**src/rtl/uart_tx_buffered.sv**
```systemverilog
// UART transmitter fed by a FIFO_DEPTH-entry write buffer; frames go out back to back.
// Define UART_TX_PARITY_EN to insert an even-parity bit between the data and stop bits.
module uart_tx_buffered #(
  parameter int unsigned CLKS_PER_BIT  = 217,
  parameter int unsigned NUM_DATA_BITS = 8,
  parameter int unsigned FIFO_DEPTH    = 4
) (
  input  logic                     i_clk,
  input  logic                     i_reset_n,
  input  logic                     i_txValid,
  input  logic [NUM_DATA_BITS-1:0] i_txByte,
  output logic                     o_txReady,
  output logic                     o_tx,
  output logic                     o_txActive,
  output logic                     o_txDone
);

  localparam int unsigned PtrW = $clog2(FIFO_DEPTH);
  localparam int unsigned CntW = PtrW + 1;
  localparam int unsigned ClkW = $clog2(CLKS_PER_BIT);
  localparam int unsigned BitW = $clog2(NUM_DATA_BITS + 1);

  localparam logic [CntW-1:0] Depth   = CntW'(FIFO_DEPTH);
  localparam logic [ClkW-1:0] ClkLast = ClkW'(CLKS_PER_BIT - 1);
  localparam logic [BitW-1:0] BitLast = BitW'(NUM_DATA_BITS - 1);

  typedef enum logic [2:0] {
    StIdle   = 3'd0,
    StStart  = 3'd1,
    StData   = 3'd2,
`ifdef UART_TX_PARITY_EN
    StParity = 3'd4,
`endif
    StStop   = 3'd3
  } state_e;

  logic [NUM_DATA_BITS-1:0] mem [FIFO_DEPTH];
  logic [PtrW-1:0]          wr_ptr_q, rd_ptr_q;
  logic [CntW-1:0]          count_q;
  logic                     push, pop;
  logic [NUM_DATA_BITS-1:0] head;

  state_e                   state_q, state_d;
  logic [ClkW-1:0]          clk_cnt_q, clk_cnt_d;
  logic [BitW-1:0]          bit_idx_q, bit_idx_d;
  logic [NUM_DATA_BITS-1:0] shift_q, shift_d;
  logic                     bit_end;
`ifdef UART_TX_PARITY_EN
  logic                     parity_q, parity_d;
`endif

  assign head      = mem[rd_ptr_q];
  assign o_txReady = (count_q < Depth);
  assign push      = i_txValid & o_txReady;
  assign bit_end   = (clk_cnt_q == ClkLast);

  always_ff @(posedge i_clk) begin
    if (push) mem[wr_ptr_q] <= i_txByte;
  end

  // Pointers wrap naturally because FIFO_DEPTH is a power of two.
  always_ff @(posedge i_clk or negedge i_reset_n) begin
    if (!i_reset_n) begin
      wr_ptr_q <= '0;
      rd_ptr_q <= '0;
      count_q  <= '0;
    end else begin
      if (push) wr_ptr_q <= wr_ptr_q + 1'b1;
      if (pop)  rd_ptr_q <= rd_ptr_q + 1'b1;
      case ({push, pop})
        2'b10:   count_q <= count_q + 1'b1;
        2'b01:   count_q <= count_q - 1'b1;
        default: count_q <= count_q;
      endcase
    end
  end

  always_ff @(posedge i_clk or negedge i_reset_n) begin
    if (!i_reset_n) begin
      state_q   <= StIdle;
      clk_cnt_q <= '0;
      bit_idx_q <= '0;
      shift_q   <= '0;
`ifdef UART_TX_PARITY_EN
      parity_q  <= 1'b0;
`endif
    end else begin
      state_q   <= state_d;
      clk_cnt_q <= clk_cnt_d;
      bit_idx_q <= bit_idx_d;
      shift_q   <= shift_d;
`ifdef UART_TX_PARITY_EN
      parity_q  <= parity_d;
`endif
    end
  end

  always_comb begin
    state_d    = state_q;
    clk_cnt_d  = bit_end ? '0 : clk_cnt_q + 1'b1;
    bit_idx_d  = bit_idx_q;
    shift_d    = shift_q;
`ifdef UART_TX_PARITY_EN
    parity_d   = parity_q;
`endif
    pop        = 1'b0;
    o_tx       = 1'b1;
    o_txActive = 1'b1;
    o_txDone   = 1'b0;

    unique case (state_q)
      StIdle: begin
        o_txActive = 1'b0;
        clk_cnt_d  = '0;
        if (count_q != '0) begin
          pop      = 1'b1;
          shift_d  = head;
`ifdef UART_TX_PARITY_EN
          parity_d = ^head;
`endif
          state_d  = StStart;
        end
      end
      StStart: begin
        o_tx = 1'b0;
        if (bit_end) begin
          bit_idx_d = '0;
          state_d   = StData;
        end
      end
      StData: begin
        o_tx = shift_q[0];
        if (bit_end) begin
          shift_d   = shift_q >> 1;
          bit_idx_d = bit_idx_q + 1'b1;
          if (bit_idx_q == BitLast) begin
`ifdef UART_TX_PARITY_EN
            state_d = StParity;
`else
            state_d = StStop;
`endif
          end
        end
      end
`ifdef UART_TX_PARITY_EN
      StParity: begin
        o_tx = parity_q;
        if (bit_end) state_d = StStop;
      end
`endif
      StStop: begin
        if (bit_end) begin
          o_txDone = 1'b1;
          // Chain straight into the next frame when a word is waiting.
          if (count_q != '0) begin
            pop      = 1'b1;
            shift_d  = head;
`ifdef UART_TX_PARITY_EN
            parity_d = ^head;
`endif
            state_d  = StStart;
          end else begin
            state_d  = StIdle;
          end
        end
      end
      default: begin
        o_txActive = 1'b0;
        clk_cnt_d  = '0;
        bit_idx_d  = '0;
        state_d    = StIdle;
      end
    endcase
  end

endmodule

```
**config.mk**
```make
export PLATFORM = sky130hd
export DESIGN_NAME = uart_tx_buffered
export DESIGN_NICKNAME = d
export VERILOG_FILES = /design/src/rtl/uart_tx_buffered.sv
export SDC_FILE = /design/constraint.sdc
export NUM_CORES = 1
export LEC_CHECK = 0
export CAP_MARGIN = 20
export CORE_MARGIN = 5
export CORE_UTILIZATION = 55
export DETAILED_ROUTE_END_ITERATION = 8
export GPL_ROUTABILITY_DRIVEN = 0
export GPL_TIMING_DRIVEN = 0
export PLACE_DENSITY = 0.74
export SETUP_SLACK_MARGIN = 0.5
export SLEW_MARGIN = 20
export SYNTH_ARGS = -nofsm -noshare
export SYNTH_HDL_FRONTEND = slang
export SYNTH_SLANG_ARGS = --single-unit
```
**constraint.sdc**
```tcl
create_clock -name i_clk -period 2.6 [get_ports i_clk]
set_input_delay 0.52 -clock i_clk [delete_from_list [all_inputs] [get_ports i_clk]]
set_output_delay 0.52 -clock i_clk [all_outputs]
set_load 0.02 [all_outputs]
```
## Word level (Yosys, flattened, before mapping)

Memories as Yosys holds them, arrays and structs flattened.
Index checks and enable logic that the tools add are counted.

- Bits in registers: 30
- Memory bits (writable): 32
- Input port bits: 11
- Output and inout port bits: 4
- Logic and storage cells: 64
- Memories: 1

- $add $sub $neg: 6
- $lt $le $gt $ge: 1
- Eq/ne operators: 12
- Multiplexer cells: 26
- Bitwise operators: 2
- Reduce and logical (&&, ||, !) cells: 9

Memory list:

| name | depth | width | read ports | clocked after memory_dff | wr ports | RTL line | source |
|---|---|---|---|---|---|---|---|
| mem | 4 | 8 | 1 | 0 | 1 | 37 | `logic [NUM_DATA_BITS-1:0] mem [FIFO_DEPTH];` |

Operators with widths:

| operator | number |
|---|---|
| 8-bit two-way mux | 5 |
| 8-bit one-hot mux with 3 select lines | 1 |
| 3-bit two-way mux | 5 |
| 3-bit one-hot mux with 4 select lines | 1 |
| 4-bit one-hot mux with 3 select lines | 1 |
| 2-bit inequality test (second input constant) | 5 |
| 8-bit by 1-bit adder with 8-bit output (second input constant) | 1 |
| 8-bit == test (second input constant) | 1 |
| 1-bit two-way mux | 8 |
| 4-bit two-way mux | 2 |
| 3-bit by 2-bit == test with 1-bit output (second input constant) | 2 |
| 3-bit one-hot mux with 2 select lines | 1 |
| 3-bit AND reduction | 2 |
| 3-bit nonzero test | 2 |
| 5-bit AND reduction | 1 |
| 2-bit by 1-bit adder with 2-bit output (second input constant) | 2 |
| 4-bit by 1-bit adder with 4-bit output (second input constant) | 1 |
| 4-bit by 3-bit == test with 1-bit output (second input constant) | 1 |
| 1-bit one-hot mux with 2 select lines | 2 |
| 3-bit by 1-bit adder with 3-bit output (second input constant) | 1 |
| 3-bit by 1-bit == test with 1-bit output (second input constant) | 1 |
| 3-bit zero test | 1 |
| 3-bit less-than comparator (second input constant) | 1 |
| 3-bit OR reduction | 1 |
| other kinds (7) | 7 |

## Depth between registers and ports, before layout

- Word-level depth: 6
- Gate-level depth with buffers: 11
- Mapped depth without buffers: 11

## Least setup slack after synthesis

Ideal clock, no wire load.

- Path type: reg2reg
- Start point: register clk_cnt_q[0]
- End point: register count_q[2]
- Library setup time: 80 ps
- Data arrival time: 2118 ps
- Data required time: 2520 ps
- Path slack: 402 ps
- Cell stages (with the launch flop): 12
- Buffers on the path: 0
- Period minus slack after synthesis: 2198 ps
- Cell sequence: dfrtp_1 inv_1 ha_1 and4b_1 a21oi_1 nor3_1 ha_1 inv_1 fa_1 xor2_1 nor2_1 xnor2_1

- Cells in the longest elaborated chain, start to end: 5
- Elaborated cells between the ends (all ways): 7
- Those cells by class: eq/ne (3); mux (3); reduce/logical (1)

Ends and longest elaborated chain:

| item | RTL line | source |
|---|---|---|
| start, declared | 44 | `logic [ClkW-1:0] clk_cnt_q, clk_cnt_d;` |
| start signal, assigned | 89 | `clk_cnt_q <= clk_cnt_d;` |
| 8-bit == test * | 55 | `assign bit_end = (clk_cnt_q == ClkLast);` |
| 1-bit two-way mux * | 152 | `if (bit_end) begin` |
| 1-bit one-hot mux with 2 select lines * | 111 | `unique case (state_q)` |
| net pop | 40 | `logic push, pop;` |
| 2-bit by 1-bit == test with 1-bit output or 2-bit == test (tied branches) | 70 | `case ({push, pop})` |
| 3-bit one-hot mux with 2 select lines or 2-bit nonzero test (tied branches) | - |  |
| end signal, assigned | 71 | `2'b10: count_q <= count_q + 1'b1;` |
| end signal, assigned | 72 | `2'b01: count_q <= count_q - 1'b1;` |
| end signal, assigned | 73 | `default: count_q <= count_q;` |
| end, declared | 39 | `logic [CntW-1:0] count_q;` |

Mark *: on every way through the listed nets, which the timed path passes. The rest lies on a longest branch.
A chain may end at the register's enable or synchronous reset.

## Worst setup path after layout

- Start point: register state_q[0]
- End point: output o_txDone

- Cells in the longest elaborated chain, start to end: 2

Ends and longest elaborated chain:

| item | RTL line | source |
|---|---|---|
| start, declared | 43 | `state_e state_q, state_d;` |
| start signal, assigned | 80 | `state_q <= StIdle;` |
| start signal, assigned | 88 | `state_q <= state_d;` |
| 3-bit by 2-bit == test with 1-bit output | 111 |  |
| 1-bit two-way mux | 111 |  |
| end, declared | 15 | `output logic o_txDone` |

No other way between the ends.

==> metrics.txt <==
outcome=finished clean; Max clock buf depth=2; max-cap violations=0; RSZ-0062 raised after global routing=yes; TritonCTS clock tree=done; CORE AREA=0.00507 sq mm; Critical Path RT=2080 ps; fillers=391; Yosys reg bits=61; vias in the first global route=1820; Post-Place Cell Area=0.00308 sq mm; I/O pin cnt=15; Final Setup Violations=0; Critical Path Source Type=register; post-route ant nets=0; R2R depth=9; Syn Area/Cell=13.0 sq um; Compound-Gate Fraction of Synth Area=0.0677; simple-gate area share of the yosys netlist=0.108; leading area contributor after synthesis=edfxtp_1; share of cells above drive strength 1=0.280; Synth Area in Adders=0.0642; measured slew at the worst slew-check pin=707 ps; Max FO, Critical Path=4; grt total ovfl=0; Mapped Area=0.00285 sq mm; mux cell area share after synthesis=0.0985; fin crit share=0.854; CTS Root Cell=clkbuf_8; row count=26; Slew headroom=0.529; Power, Total=4.00 mW; Initial Util=0.561; CP max stage delay=450 ps; vias per inst=5.35; Synth Net Count=244; FF-to-FF End=count_q[2]$_DFFE_PN0P_; Antenna Cells=0; WS Path Type=register to output port; Synth top area share=0.338; CP Data Arrival Time=1700 ps; total clock sinks=61; Non-Filler Instances=334; FMAX=0.450 GHz; Post-Place Setup Slack=139 ps; Tmin final=2220 ps; Synth Area in XOR/XNOR=0.0369; final worst slack=379 ps; Total GRT Usage=0.181; register area share after synthesis=0.593; Clk Latency, worst-skew pair=340 ps; commonest non-fill, non-tap cell in the layout=edfxtp_1; largest net degree at the start of global routing=30; maximum VDD drop=0.000702 V; Synth Flop Type=edfxtp_1; synth warn=0; CP endpoint=o_txDone; Initial DRC Count=89; final WL=5280 um; main combinational cell family by area after synthesis=simple AND/OR/NAND/NOR gates; Layout area overhead=21.1%; port bufs=14; P per Cell Area=1160 mW/mm^2; Clock Skew=8.80 ps; DIE WIDTH=81.9 um; clock slew at reported path FFs=70 ps; CP max stage cell=dfrtp_2; Post-CTS Hold Buffers=0; setup_tns=0 ps; Die H=81.9 um; Worst R2R Setup Slack=430 ps; Leak Pwr=1.44 nW; unique cell type count in the Yosys netlist=35; initial antenna violation count=0; EDFF count, synth=32; routed vias=1788; DRC Markers=0; final instance area=0.00345 sq mm; most used cell, CP=buf_4; Post-synth ARST share=0.475; Worst Hold Class=primary input to asynchronous set/reset pin; CTS H-tree depth=3; commonest cells after routing, fill and taps aside=edfxtp_1, dfrtp_1, nand2_1; cells after synthesis=219; R2R Path Start=state_q[0]$_DFFE_PN0P_; Fin. Hold Viols=0; CP Capture Type=output port; Post-Place Cells=303; First-pass DRT Iterations=4; Final HPWL DP=3330 um; total CTS buffers=9; crit-path cells=ha_4, and4b_1, buf_4, buf_4, and2_1, buf_6; first-pass GRT wire length=8790 um; nets@finish=284; Die ar.=0.00671 sq mm; crit path launch=state_q[0]$_DFFE_PN0P_; top cells by area, synth=edfxtp_1, dfrtp_1, ha_1; DR WL/cell=15.8 um; max-slew violations=0
## cells in the mapped netlist, types with 2 or more instances
master	number
clkbuf_1	3
mux2i_1	10
dfrtp_1	29
nor2_1	16
nand2_1	19
xnor2_1	7
mux2_2	14
a211o_1	3
nand3_1	3
o21ai_0	5
ha_1	13
and4b_1	3
nor3_1	5
and2_1	5
a21oi_1	4
and3_1	3
nor2b_1	4
buf_2	2
xor2_1	5
o221a_2	6
edfxtp_1	32
inv_1	15
## flip-flops by register name, indices dropped and copies added, names as in the netlist
| register | count |
|---|---|
| rd_ptr_q | 2 |
| wr_ptr_q | 2 |
| shift_q | 8 |
| state_q | 2 |
| clk_cnt_q | 8 |
| bit_idx_q | 4 |
| mem | 32 |
| count_q | 3 |
## worst max-delay path, delay by kind of cell (launching register included)
family / cells / cell delay, ps
buf+inv: 3 / 370
flops: 1 / 450
fa+ha+maj: 1 / 190
simple gates: 2 / 360
## layout make-up
cell class | instances | area [sq um] | area share
Sequential cell | 61 | 1690 | 0.490
Timing Repair Buffer | 29 | 256 | 0.0744
Tap cell | 70 | 87.6 | 0.0254
Buffer | 6 | 43.8 | 0.0127
Clock buffer | 10 | 128 | 0.0370
Multi-Input combinational cell | 136 | 1130 | 0.327
Clock inverter | 6 | 53.8 | 0.0156
Inverter | 16 | 60.1 | 0.0174
## metrics by stage
step	util	hold slack, ps
after floorplan	-	224
after global placement	0.608	490
after detailed placement	0.607	495
after CTS	0.661	247
after global routing	0.679	273
final	0.679	229
## routing by layer
layer	up-vias	wire, um	track usage
li1	858	-	-
met1	876	2240	0.228
met2	42	2620	0.282
met3	12	306	0.0504
met4	0	113	0.0980
met5	-	0	0
## power by group
part           switching, mW  total, mW  internal, mW
logic                  0.896       1.78         0.885
clock network          0.355      0.786         0.431
registers              0.152       1.43          1.28
total                   1.40       4.00          2.59
## worst min-delay path by stage
stage	slack (ps)	cells past startpoint	to	start
2_1_floorplan	220	0	bit_idx_q[0]$_DFFE_PN0P_	i_reset_n
6_report	230	1	shift_q[6]$_DFFE_PN0P_	i_reset_n
3_5_place_dp	500	1	count_q[0]$_DFFE_PN0P_	count_q[0]$_DFFE_PN0P_
4_1_cts	250	1	shift_q[1]$_DFFE_PN0P_	i_reset_n
3_3_place_gp	490	1	shift_q[4]$_DFFE_PN0P_	shift_q[4]$_DFFE_PN0P_
5_1_grt	270	1	shift_q[4]$_DFFE_PN0P_	i_reset_n
## cell families after synthesis
logic type                 Yosys count
and+or+nand+nor                     62
AOI/OAI and AO/OA                   23
adders and majority gates           14
xor gates and xnor gates            12
buffers and inverters               22
muxes                               25
DFF                                 61
## timing repair
action,CTS,global route
pin swaps,4,7
setup buffers,8,7
endpoints found under the hold margin,0,0
endpoints found under the setup margin,5,4
resized for setup,21,17
(Power assumes the default switching activity.)
